<file path="src/rtl/dmem_access_ctrl.sv">
// -----------------------------------------------------------------------------
// dmem_access_ctrl
//
// Purpose:
//    Sequences LC3 data-memory transactions for the MemAccess stage. One
//    load/store request (LD, LDR, LDI, ST, STR, STI) becomes one or two memory
//    accesses; LDI/STI first read an indirect pointer and then perform the
//    final access at the pointer address. Every access state is bounded by a
//    wait counter so a memory that never acknowledges aborts with err.
//
// Parameters:
//    TIMEOUT   max cycles an access state waits for dmem_ack (>= 2)
//    CNT_W     wait counter width, must be able to hold TIMEOUT
//
// Ports:
//    clock      in   rising-edge clock
//    reset      in   synchronous, active-low reset
//    start      in   request valid, only looked at while idle
//    opcode     in   [3:0] LC3 opcode of the request
//    M_addr     in   [15:0] effective address
//    M_data     in   [15:0] store data
//    DMem_dout  in   [15:0] memory read data, valid with dmem_ack
//    dmem_ack   in   memory completes the current access this cycle
//    DMem_addr  out  [15:0] memory address
//    DMem_din   out  [15:0] memory write data (0 unless writing)
//    DMem_rd    out  1 = read, 0 = write
//    memout     out  [15:0] final load data
//    mem_state  out  [1:0] 0=READ 1=WRITE 2=IND 3=IDLE
//    busy       out  high whenever mem_state is not IDLE
//    done       out  one-cycle pulse, request completed
//    err        out  one-cycle pulse, timeout or illegal opcode
// -----------------------------------------------------------------------------
module dmem_access_ctrl #(
   parameter int TIMEOUT = 16,
   parameter int CNT_W   = 5
) (
   input  logic        clock,
   input  logic        reset,
   input  logic        start,
   input  logic [3:0]  opcode,
   input  logic [15:0] M_addr,
   input  logic [15:0] M_data,
   input  logic [15:0] DMem_dout,
   input  logic        dmem_ack,
   output logic [15:0] DMem_addr,
   output logic [15:0] DMem_din,
   output logic        DMem_rd,
   output logic [15:0] memout,
   output logic [1:0]  mem_state,
   output logic        busy,
   output logic        done,
   output logic        err
);

   // Encodings equal the externally visible mem_state values.
   typedef enum logic [1:0] {
      ST_READ  = 2'd0,
      ST_WRITE = 2'd1,
      ST_IND   = 2'd2,
      ST_IDLE  = 2'd3
   } state_t;

   localparam logic [3:0] OP_LD  = 4'b0010;
   localparam logic [3:0] OP_LDR = 4'b0110;
   localparam logic [3:0] OP_LDI = 4'b1010;
   localparam logic [3:0] OP_ST  = 4'b0011;
   localparam logic [3:0] OP_STR = 4'b0111;
   localparam logic [3:0] OP_STI = 4'b1011;

   localparam logic [CNT_W-1:0] CNT_LAST = CNT_W'(TIMEOUT - 1);
   localparam logic [CNT_W-1:0] CNT_ONE  = CNT_W'(1);

   state_t            state_q, state_d;
   logic [15:0]       addr_q, addr_d;
   logic [15:0]       din_q, din_d;
   logic              rd_q, rd_d;
   logic [15:0]       memout_q, memout_d;
   logic [15:0]       data_q, data_d;
   logic              store_q, store_d;     // indirect request ends in a write
   logic [CNT_W-1:0]  cnt_q, cnt_d;
   logic              done_q, done_d;
   logic              err_q, err_d;

   always_ff @(posedge clock) begin
      if (!reset) begin
         state_q  <= ST_IDLE;
         addr_q   <= '0;
         din_q    <= '0;
         rd_q     <= 1'b1;
         memout_q <= '0;
         data_q   <= '0;
         store_q  <= 1'b0;
         cnt_q    <= '0;
         done_q   <= 1'b0;
         err_q    <= 1'b0;
      end else begin
         state_q  <= state_d;
         addr_q   <= addr_d;
         din_q    <= din_d;
         rd_q     <= rd_d;
         memout_q <= memout_d;
         data_q   <= data_d;
         store_q  <= store_d;
         cnt_q    <= cnt_d;
         done_q   <= done_d;
         err_q    <= err_d;
      end
   end

   always_comb begin
      state_d  = state_q;
      addr_d   = addr_q;
      din_d    = din_q;
      rd_d     = rd_q;
      memout_d = memout_q;
      data_d   = data_q;
      store_d  = store_q;
      cnt_d    = cnt_q;
      done_d   = 1'b0;
      err_d    = 1'b0;

      case (state_q)
         ST_IDLE: begin
            if (start) begin
               addr_d = M_addr;
               data_d = M_data;
               cnt_d  = '0;
               case (opcode)
                  OP_LD, OP_LDR: begin
                     state_d = ST_READ;
                     rd_d    = 1'b1;
                  end
                  OP_ST, OP_STR: begin
                     state_d = ST_WRITE;
                     rd_d    = 1'b0;
                     din_d   = M_data;
                  end
                  OP_LDI, OP_STI: begin
                     state_d = ST_IND;
                     rd_d    = 1'b1;
                     store_d = opcode[0];
                  end
                  default: err_d = 1'b1;
               endcase
            end
         end

         default: begin
            // IND / READ / WRITE share the ack-or-timeout structure; an ack
            // in the last allowed cycle takes priority over the timeout.
            if (dmem_ack) begin
               cnt_d = '0;
               case (state_q)
                  ST_IND: begin
                     addr_d = DMem_dout;
                     if (store_q) begin
                        state_d = ST_WRITE;
                        rd_d    = 1'b0;
                        din_d   = data_q;
                     end else begin
                        state_d = ST_READ;
                     end
                  end
                  ST_READ: begin
                     memout_d = DMem_dout;
                     done_d   = 1'b1;
                     state_d  = ST_IDLE;
                  end
                  default: begin
                     done_d  = 1'b1;
                     state_d = ST_IDLE;
                     rd_d    = 1'b1;
                     din_d   = '0;
                  end
               endcase
            end else if (cnt_q == CNT_LAST) begin
               state_d = ST_IDLE;
               err_d   = 1'b1;
               rd_d    = 1'b1;
               din_d   = '0;
               cnt_d   = '0;
            end else begin
               cnt_d = cnt_q + CNT_ONE;
            end
         end
      endcase
   end

   assign DMem_addr = addr_q;
   assign DMem_din  = din_q;
   assign DMem_rd   = rd_q;
   assign memout    = memout_q;
   assign mem_state = state_q;
   assign busy      = (state_q != ST_IDLE);
   assign done      = done_q;
   assign err       = err_q;

endmodule
</file>
<file path="config.mk">
export PLATFORM = sky130hd
export DESIGN_NAME = dmem_access_ctrl
export DESIGN_NICKNAME = d
export VERILOG_FILES = /design/src/rtl/dmem_access_ctrl.sv
export SDC_FILE = /design/constraint.sdc
export NUM_CORES = 1
export LEC_CHECK = 0
export ABC_AREA = 1
export CORE_AREA = 2 2 102 104
export CTS_BUF_LIST = sky130_fd_sc_hd__clkbuf_16
export CTS_CLUSTER_DIAMETER = 200
export DETAILED_ROUTE_END_ITERATION = 8
export DIE_AREA = 0 0 104 106
export GPL_TIMING_DRIVEN = 0
export PLACE_DENSITY = 0.68
export SYNTH_ARGS = -nofsm -noshare
export SYNTH_HDL_FRONTEND = slang
export SYNTH_SLANG_ARGS = --single-unit
export TNS_END_PERCENT = 1
</file>
<file path="constraint.sdc">
create_clock -name clock -period 1.6 [get_ports clock]
set_input_delay 0.32 -clock clock [delete_from_list [all_inputs] [get_ports clock]]
set_output_delay 0.32 -clock clock [all_outputs]
set_load 0.02 [all_outputs]
</file>
## After elaboration in Yosys (flattened, before gate mapping)

Cells that the tools add are included.

| cells by class | value |
|---|---|
| muxes and demuxes | 35 |
| reductions and logical operators | 17 |
| $add $sub $neg | 1 |
| bitwise logic cells | 3 |
| equality and inequality tests | 16 |

Operator list:

| operator | number |
|---|---|
| 2-to-1 mux 16 bit | 10 |
| case mux 16 bit (2 select lines) | 1 |
| 2-to-1 mux 5 bit | 4 |
| 2-to-1 mux 1 bit | 12 |
| AND reduction 3 bit | 4 |
| 2-to-1 mux 2 bit | 5 |
| AND reduction 5 bit | 2 |
| equality test 4 x 2 -> 1 bit, second input constant | 2 |
| equality test 4 x 3 -> 1 bit, second input constant | 2 |
| equality test 4 bit, second input constant | 2 |
| case mux 2 bit (3 select lines) | 1 |
| OR reduction 2 bit | 3 |
| OR reduction 6 bit | 1 |
| adder 5 x 1 -> 5 bit, second input constant | 1 |
| equality test 5 x 4 -> 1 bit, second input constant | 1 |
| equality test 2 bit, second input constant | 2 |
| != test 2 bit, second input constant | 2 |
| != test 4 x 1 -> 1 bit, second input constant | 1 |
| != test 4 bit, second input constant | 1 |
| case mux 1 bit (2 select lines) | 2 |
| nonzero test 2 bit | 2 |
| OR reduction 4 bit | 1 |
| != test 3 x 2 -> 1 bit, second input constant | 1 |
| != test 3 bit, second input constant | 1 |
| other kinds (6) | 8 |

| word-level totals | value |
|---|---|
| logic and storage cells | 82 |
| register bits | 75 |
| input bits | 56 |

## Logic depth before layout (Yosys ltp)

| logic depth | value |
|---|---|
| depth after elaboration | 5 |
| depth in mapped cells | 11 |

## Worst setup path before layout

No wires, ideal clock.

| path | value |
|---|---|
| path kind | register to register |
| start | register state_q[1] (netlist: mem_state[1]) |
| end | register din_q[0] (netlist: DMem_din[0]) |
| buffers on the path | 1 |
| stages on the path, launching flop included | 9 |
| arrival time | 1.418 ns |
| setup slack | 0.069 ns |
| library setup time | 0.113 ns |
| data required time | 1.487 ns |
| path through | dfxtp_1 nand3_1 nand2_2 inv_2 nand2_2 nor2_4 buf_4 nor2_1 nor2_1 |

| on the way | value |
|---|---|
| cells in the longest elaborated chain, start to end | 4 |
| elaborated cells between the ends (all ways) | 12 |

RTL lines:

| element | RTL line | RTL |
|---|---|---|
| start: declaration | 73 | `state_t state_q, state_d;` |
| start signal: assignment | 97 | `state_q <= state_d;` |
| equality test 2 bit or logical NOT 2 bit (tied branches) | 153 | `case (state_q)` |
| case mux 16 bit (2 select lines) | 153 |  |
| 2-to-1 mux 16 bit | 151 | `if (dmem_ack) begin` |
| 2-to-1 mux 16 bit | 122 | `case (state_q)` |
| end signal: assignment | 99 | `din_q <= din_d;` |
| end: declaration | 75 | `logic [15:0] din_q, din_d;` |

Parallel ways exist; a longest one is shown, timed or not.
A chain may end at the register's enable or synchronous reset.

## Final worst setup path

| path | value |
|---|---|
| start | register state_q[0] (netlist: mem_state[0]) |
| end | output port busy |

| on the way | value |
|---|---|
| cells in the longest elaborated chain, start to end | 1 |

RTL lines:

| element | RTL line | RTL |
|---|---|---|
| != test 2 bit | 194 | `assign busy = (state_q != ST_IDLE);` |
| end: declaration | 50 | `output logic busy,` |

No other way between the ends.

==> flow_summary.ini <==
[logic_synthesis]
seq_area_frac_synth = 0.4458
netlist_area_um2 = 3368
syn_avg_cell_area_um2 = 7.003
ys_types = 25
ys_seq_elements = 75
netlist_instances = 481
synth_top_area_frac = 0.4458
synth_warnings = 0
synthTopCellsByArea = dfxtp_1, nand2_1, nand3_1
syn_nets = 538
yosysTopAreaCell = dfxtp_1

[timing]
hold_ws_ns = 0.4033
rsz0062_at_grt = true
finClkSkew_ns = 0.005419
fmax_mhz = 630.2
relSlewSlack = 0.6664
min_period_ns = 1.587
period_share = 0.9917
setup_viol = 0
tns_ns = 0
hold_violations = 0
tightestPinTransition_ns = 0.5004
drv_slew = 0

[run]
maxCapViolations = 0

[setup_path]
path_cells = buf_6 > nand2_4 > clkbuf_8 > buf_2
rr_worst_depth = 7
crit_path_max_incr_delay_ns = 0.35
arrival_ns = 1.27
cp-end-kind = output pin
crit_required_ns = 1.28
cp-start-kind = register
crit_cells = 4
path_max_fanout = 10
cp_num_buf_inv = 3
cp_top_family = buffers and inverters
worstSetupPathType = reg -> out
timing.critical_path.slowest_stage_cell = dfxtp_2

[floorplan]
die_h_um = 106
rows = 37
dieWidth_um = 104
fp.dieArea_um2 = 11020
ios = 110
coreArea_um2 = 10000
start_util = 0.3368

[grt]
grt_pass1_wl_mm = 15.84
grtUsageTotal = 0.1768
antenna_found_initial = 0
grt_pass1_vias = 3371
gr-total-overflow = 0
grt_start_max_net_pins = 14

[layout]
finalNonFillerCells = 744
nFillCells = 1013
final_cell_mix = nand2_1, dfxtp_1, clkdlybuf4s50_1
syn_to_final_growth_pct = 51.67
final_layout_size_suffix_gt1_frac = 0.09375
insertedDiodeCount = 0
final_common_cell = nand2_1
fin_nets = 660

[clock_network]
clkTransAtPathRegs_ns = 0.06
cts_made_buffers = 9
clockRootBuffer = clkbuf_16
clock-sinks = 75
htreeDepth = 3
clk_latency_ns = 0.33
clock_path_buffers = 2
cts_tree = yes

[drt]
final_antenna_net_count = 0
drt-total-wl_mm = 9.789
vias_per_cell = 4.681
drc = 0
dr_total_vias = 3483
wl_per_cell_um = 13.16
drt_iter0_markers = 112
firstDrtPassIters = 4

[power]
ir_worst_vdd_uv = 792.7
leakage_nw = 2.519
power.density_nw_per_um2 = 1907

[placed_design]
place.gp.congestion = 0.8296
hpwl_mm = 7.332
port_buffers = 108
dp_cells = 725

[hold_path]
min_path_cells = 3
hp-class = in -> reg

[status]
status = finished, final reports clean
==> logic make-up after synthesis <==
kind of cell	after synthesis	synth area share
compound gates	92	0.1456
xor+xnor	1	0.002601
buf+inv	79	0.1074
simple gates	233	0.2949
flops	75	0.4458
fa+ha+maj	1	0.003714
==> state kept, by name (all words and copies together) (netlist names) <==
register and cells:
done 1, DMem_rd 1, DMem_addr 16, data_q 16
DMem_din 16, cnt_q 5, store_q 1, mem_state 2
memout 16, err 1
==> metrics by stage <==
stage	total power [mW]	worst slack (ns)	cell area (µm²)	utilization
6_report	9.740	0.01333	5109	0.5109
5_1_grt	10.42	-0.03672	5109	0.5109
4_1_cts	9.636	0.0002475	4974	0.4974
3_5_place_dp	7.339	-0.4741	4619	0.4620
3_3_place_gp	7.272	-0.4672	4619	0.4620
2_1_floorplan	5.644	0.06890	3368	-
==> cell type report <==
cell class	count	area [µm²]	area share
well taps	136	170.2	0.03331
multi-input cells	327	1558	0.3049
clock buffers	9	225.2	0.04409
plain buffers	27	193.9	0.03796
clock inverters	7	115.1	0.02253
inverters	51	193.9	0.03796
repair buffers	112	1144	0.2239
flip-flops and latches	75	1509	0.2954
==> routing by layer <==
layer | up-vias | wire length [µm] | track usage | share of wire
met3 | 13 | 810 | 0.05886 | 0.083
met5 | - | 0 | 0 | 0
met2 | 112 | 4681 | 0.3073 | 0.48
li1 | 1784 | - | - | -
met1 | 1574 | 4172 | 0.2057 | 0.43
met4 | 0 | 125 | 0.05695 | 0.013
==> cell usage after synthesis (all sizes together) <==
| master | n |
|---|---|
| ha | 1 |
| o21ai | 35 |
| nand4 | 4 |
| a31oi | 16 |
| xor2 | 1 |
| nor3 | 1 |
| inv | 51 |
| nand3 | 42 |
| clkbuf | 13 |
| a211oi | 1 |
| buf | 15 |
| nand2 | 144 |
| nor2 | 42 |
| dfxtp | 75 |
| a21oi | 40 |
==> timing repair <==
action,CTS,global route
setup buffers,1,3
gates resized for setup,42,34
setup endpoints to repair,52,53
hold buffers,0,0
pin swaps,1,3
==> worst paths after layout <==
path	startpoint	end	slack, ns
worst max-delay path	mem_state[0]$_SDFFE_PN1P_	busy	0.01
worst min-delay path	reset	DMem_addr[15]$_SDFFE_PN0P_	0.40
worst max register to register	mem_state[1]$_SDFFE_PN1P_	DMem_addr[6]$_SDFFE_PN0P_	0.09
worst min register to register	memout[1]$_SDFFE_PN0P_	memout[1]$_SDFFE_PN0P_	0.44
==> worst register-to-register path, delay by kind of cell, from the launching register on <==
family                 cells  cell delay, ns
buffers and inverters      2            0.23
flip-flops                 1            0.45
AND/OR/NAND/NOR            3            0.49
AO/OA/AOI/OAI              2            0.26
==> report_power, final <==
part / total, mW / switching, mW / internal, mW
logic: 4.72 / 2.77 / 1.94
clock network: 2.31 / 0.793 / 1.52
registers: 2.71 / 0.293 / 2.42
total: 9.74 / 3.86 / 5.88
(Power assumes the default switching activity.)
